==> src/rtl/sm_accum_ctrl_pkg.sv <==
// Shared types for the sign-magnitude accumulator: operand layout, zero/max
// constants and the sequencer state encoding.
package sm_accum_ctrl_pkg;

  localparam int SM_WIDTH = 16;

  typedef struct packed {
    logic                sign;
    logic [SM_WIDTH-2:0] mag;
  } sm_t;

  localparam sm_t                 SM_ZERO    = '0;
  localparam logic [SM_WIDTH-2:0] SM_MAG_MAX = '1;

  typedef enum logic [1:0] {
    IDLE  = 2'd0,
    ACCUM = 2'd1,
    DONE  = 2'd2
  } state_e;

endpackage

==> src/rtl/sm_accum_ctrl_add.sv <==
// Combinational sign-magnitude adder; -0 inputs are treated as +0 and an exact
// cancellation yields +0. carry flags a same-sign magnitude carry-out.
module fixed_point_ADD #(
  parameter int WIDTH = 16
) (
  input  logic [WIDTH-1:0] a,
  input  logic [WIDTH-1:0] b,
  output logic [WIDTH-1:0] sum,
  output logic             carry
);

  logic             a_s, b_s;
  logic [WIDTH-2:0] a_m, b_m, s_m;
  logic             s_s;

  always_comb begin
    a_m   = a[WIDTH-2:0];
    b_m   = b[WIDTH-2:0];
    a_s   = a[WIDTH-1] & (|a_m);
    b_s   = b[WIDTH-1] & (|b_m);
    carry = 1'b0;
    s_m   = '0;
    s_s   = 1'b0;
    if (a_s == b_s) begin
      {carry, s_m} = {1'b0, a_m} + {1'b0, b_m};
      s_s          = a_s;
    end else if (a_m >= b_m) begin
      s_m = a_m - b_m;
      s_s = (a_m == b_m) ? 1'b0 : a_s;
    end else begin
      s_m = b_m - a_m;
      s_s = b_s;
    end
    sum = {s_s, s_m};
  end

endmodule

==> src/rtl/sm_accum_ctrl.sv <==
// Streams len sign-magnitude operands through one shared adder and returns the sum.
// Define SM_ACCUM_SAT_EN to saturate on overflow instead of wrapping.
//
// Handshakes: a beat transfers on a rising clk edge where valid && ready are both
// high; in_ready is high only in ACCUM, out_valid only in DONE, and out_data is
// held stable while out_valid is high and out_ready is low.
module sm_accum_ctrl
  import sm_accum_ctrl_pkg::*;
#(
  parameter int WIDTH = 16,
  parameter int CNT_W = 10
) (
  input  logic             clk,
  input  logic             rst,
  input  logic             start,
  input  logic [CNT_W-1:0] len,
  input  logic             in_valid,
  input  logic [WIDTH-1:0] in_data,
  output logic             in_ready,
  output logic             out_valid,
  output logic [WIDTH-1:0] out_data,
  input  logic             out_ready,
  output logic             busy,
  output logic             overflow,
  output state_e           state_dbg
);

  state_e           state_q, state_d;
  logic [WIDTH-1:0] acc_q, acc_d;
  logic [CNT_W-1:0] cnt_q, cnt_d;
  logic [CNT_W-1:0] len_q, len_d;
  logic             ovf_q, ovf_d;

  logic [WIDTH-1:0] add_sum;
  logic             add_carry;
  logic [WIDTH-1:0] next_acc;

  localparam logic [WIDTH-2:0] MAG_MAX = '1;

  fixed_point_ADD #(.WIDTH(WIDTH)) u_add (
    .a     (acc_q),
    .b     (in_data),
    .sum   (add_sum),
    .carry (add_carry)
  );

  always_comb begin
`ifdef SM_ACCUM_SAT_EN
    next_acc = add_carry ? {add_sum[WIDTH-1], MAG_MAX} : add_sum;
`else
    // Wrap: the adder already dropped the carry and kept the sign.
    next_acc = add_sum;
`endif
  end

  always_comb begin
    state_d  = state_q;
    acc_d    = acc_q;
    cnt_d    = cnt_q;
    len_d    = len_q;
    ovf_d    = ovf_q;
    in_ready = 1'b0;
    case (state_q)
      IDLE: begin
        if (start) begin
          acc_d   = '0;
          cnt_d   = '0;
          ovf_d   = 1'b0;
          state_d = DONE;
          if (len != '0) begin
            len_d   = len;
            state_d = ACCUM;
          end
        end
      end
      ACCUM: begin
        in_ready = 1'b1;
        if (in_valid) begin
          acc_d = next_acc;
          ovf_d = ovf_q | add_carry;
          cnt_d = cnt_q + CNT_W'(1);
          // Compare before incrementing so len = 2^CNT_W-1 never wraps cnt.
          if (cnt_q == len_q - CNT_W'(1)) state_d = DONE;
        end
      end
      DONE: begin
        if (out_ready) state_d = IDLE;
      end
      default: state_d = IDLE;
    endcase
  end

  always_ff @(posedge clk) begin
    if (rst) begin
      state_q <= IDLE;
      acc_q   <= '0;
      cnt_q   <= '0;
      len_q   <= '0;
      ovf_q   <= 1'b0;
    end else begin
      state_q <= state_d;
      acc_q   <= acc_d;
      cnt_q   <= cnt_d;
      len_q   <= len_d;
      ovf_q   <= ovf_d;
    end
  end

  always_comb begin
    out_valid = (state_q == DONE);
    busy      = (state_q == ACCUM) || (state_q == DONE);
    overflow  = ovf_q;
    state_dbg = state_q;
    // A -0 accumulator is presented as canonical +0.
    out_data  = (out_valid && (|acc_q[WIDTH-2:0])) ? acc_q : '0;
  end

endmodule

==> config.mk <==
export PLATFORM = sky130hd
export DESIGN_NAME = sm_accum_ctrl
export DESIGN_NICKNAME = d
export VERILOG_FILES = /design/src/rtl/sm_accum_ctrl_pkg.sv /design/src/rtl/sm_accum_ctrl_add.sv /design/src/rtl/sm_accum_ctrl.sv
export SDC_FILE = /design/constraint.sdc
export NUM_CORES = 1
export LEC_CHECK = 0
export CAP_MARGIN = 20
export CORE_UTILIZATION = 25
export DETAILED_ROUTE_END_ITERATION = 10
export PLACE_DENSITY_LB_ADDON = 0.15
export SKIP_LAST_GASP = 1
export SYNTH_ARGS = -nofsm -noshare
export SYNTH_HDL_FRONTEND = slang
export SYNTH_HIERARCHICAL = 1
export SYNTH_SLANG_ARGS = --single-unit
export TNS_END_PERCENT = 30
==> constraint.sdc <==
create_clock -name clk -period 3.4 [get_ports clk]
set_clock_uncertainty 0.15 [all_clocks]
set_input_delay 1.02 -clock clk [delete_from_list [all_inputs] [get_ports clk]]
set_output_delay 1.02 -clock clk [all_outputs]
set_load 0.02 [all_outputs]
==> reports/results.txt <==
Routing usage on met2 - 0.297
Die Footprint - 18800 um2
Ys async rst share - 0
Most frequent cells in the layout - buf_4 (149), nor2_1 (56), inv_1 (51)
Yosys cell types - 74
Slowest cell on crit path - nor4_1
Diodes inserted - 0
Initial drt markers - 328
Final Hold Fails - 0
Violated checks - DRC, setup timing
Syn Inst Count - 577
Fmax - 0.285 GHz
DRC - 1
Max IR drop VDD - 0.000207 V
Post-synthesis cell area - 4570 um2
GP Congestion - 0.905
Hold buffers post-CTS - 0
Layout cell share with drive strength beyond 1 - 0.322
Routing usage on met1 - 0.256
Clk Latency, worst-skew pair - 0.28 ns
Synth top area cells - dfxtp_1 (17%), ha_1 (15%), mux2i_1 (4.6%), nor2_1 (4.6%), inv_1 (4.3%)
GRT Util Overall - 0.190
GR Layer Usage met3 - 0.0221
Max cap viols - 0
Final Cycle Share - 1.03
Rows - 49
Vias - 5082
Hold WC Path Type - register to register
Max-slew headroom - 0.623
Cts bufs inserted - 5
Yosys top cell by area - dfxtp_1
Total wire length - 18000 um
Leakage power - 3.00 nW
Setup CP Type - register to primary output
Commonest non-fill, non-tap cell in the layout - buf_4
Warnings, synthesis - 6
Total chip power - 2.48 mW
Worst Tran Pin Value - 0.560 ns
Syn nets - 665
Post-route ant nets - 0
Global route overflow - 0
Post-synth EDFFs - 0
Initial core utilization - 0.255
Placed cell count - 969
Mean post-synth cell area - 7.93 um2
Critical path launch point type - register
Core area - 18000 um2
Required time of the critical path - 2.23 ns
Synth Flop Type - dfxtp_1
Area grow syn2layout - 51.5%
Non-Filler Instances - 995
Largest net degree at the start of global routing - 23
CP Capture Type - primary output
Worst slack, placed - -0.764 ns
Yosys top cell area share - 0.171
Most Crowded Layer GR - met2
Vias in the first global route - 4969
Data arrival, critical path - 2.33 ns
CTS tree - yes
DRT Pass-1 Iters - 8
Initial antenna violation count - 0
Crit path max fanout - 7
CP peak stage delay - 0.56 ns
IO Count - 53
Crit path cell chain - nor4_1 > a41oi_4 > and2_1 > clkdlybuf4s50_1
Seq/Total Area, Yosys - 0.171
Unrepaired setup endpoints after global routing - yes
Finish-stage setup viols - 7
Die W - 137 um
CTS max path bufs - 2
Drt wl/cell - 18.1 um
Via density - 5.11
First-pass GRT wire length - 27200 um
Clk sinks - 39
Worst Setup Slack, final - -0.104 ns
Register bit count reported by yosys - 39
Post-DP HPWL - 14500 um
Clock Pin Slew Worst Setup and Hold Paths - 0.06 ns
PwrDens - 358 nW/um2
PortBufs - 52
H-tree depth - 2
Tmin final - 3.50 ns
Status - finished with violations
Die Ht - 137 um
Root Buffer - clkbuf_16
Fin Hold WS - 0.347 ns
Nets@finish - 853
Max-slew violations - 0
layout make-up:
class | instances | area, um2
fill | 1841 | 11000
multi-input combinational | 456 | 3830
timing repair buffer | 210 | 1690
sequential | 39 | 781
tap | 229 | 287
inverter | 53 | 199
clock buffer | 6 | 129
clock inverter | 2 | 12.5
layer usage:
metal,share of wire,up-vias,wire length [um]
met5,0,-,0
met4,0.048,0,861
met3,0.034,37,609
met2,0.45,126,8180
met1,0.47,2457,8390
li1,-,2462,-
power by group:
group,leakage (nW),total [mW],internal (mW),switching (mW)
clock network,0.0669,0.457,0.271,0.186
logic,2.62,1.45,0.684,0.769
registers,0.317,0.570,0.502,0.0676
total,3.00,2.48,1.46,1.02
cells by family after synthesis:
group           after synthesis  share of synthesized area
flops                        39                      0.171
xor+xnor                     33                     0.0662
simple gates                181                      0.207
mux                          22                     0.0492
buf+inv                      82                     0.0813
compound gates              163                      0.265
fa+ha+maj                    57                      0.161
worst max-delay path: cells and delay by family (launching register included):
kind	cells	cell delay (ns)
AOI/OAI and AO/OA	1	0.26
DFF	1	0.40
buffers and inverters	1	0.56
and+or+nand+nor	2	0.83
synth_stat cells (6+ instances only):
master	count
a31oi_1	10
nor2_1	56
a21o_1	13
xnor2_1	18
and3_1	6
ha_1	54
and2_1	21
nand2_1	16
nand4_1	9
a21oi_1	32
dfxtp_1	39
a22oi_1	18
o21bai_1	11
nand2b_1	11
xor2_1	14
inv_1	52
nor3_1	10
nor4_1	14
nand3_1	17
clkbuf_1	11
or3_1	6
buf_2	8
o211ai_1	9
mux2i_1	21
o21ai_0	15
final timing paths:
check	cells after the start	slack [ns]	start	end
setup reg to reg	12	0.20	acc_q[4]	acc_q[12]
hold reg to reg	2	0.35	overflow	overflow
hold / removal	2	0.35	overflow	overflow
setup / recovery	4	-0.10	acc_q[0]	out_data[15]
metrics by stage:
stage / utilization / setup TNS [ns] / instance area, um2
after floorplan: - / 0 / 4570
after global placement: 0.348 / -10.53 / 6260
after detailed placement: 0.348 / -10.43 / 6260
after CTS: 0.376 / 0 / 6750
after global routing: 0.386 / -1.28 / 6930
final: 0.386 / -0.510 / 6930
registers in the layout, indices dropped and copies added (netlist names):
register and count:
overflow 1, cnt_q 10, acc_q 16, state_dbg 2, len_q 10
what timing repair did:
action                     CTS  global route
setup endpoints to repair   23            22
pin swaps                   17            35
resized for setup           62            52
setup buffers                7            11
(Power assumes the default switching activity.)
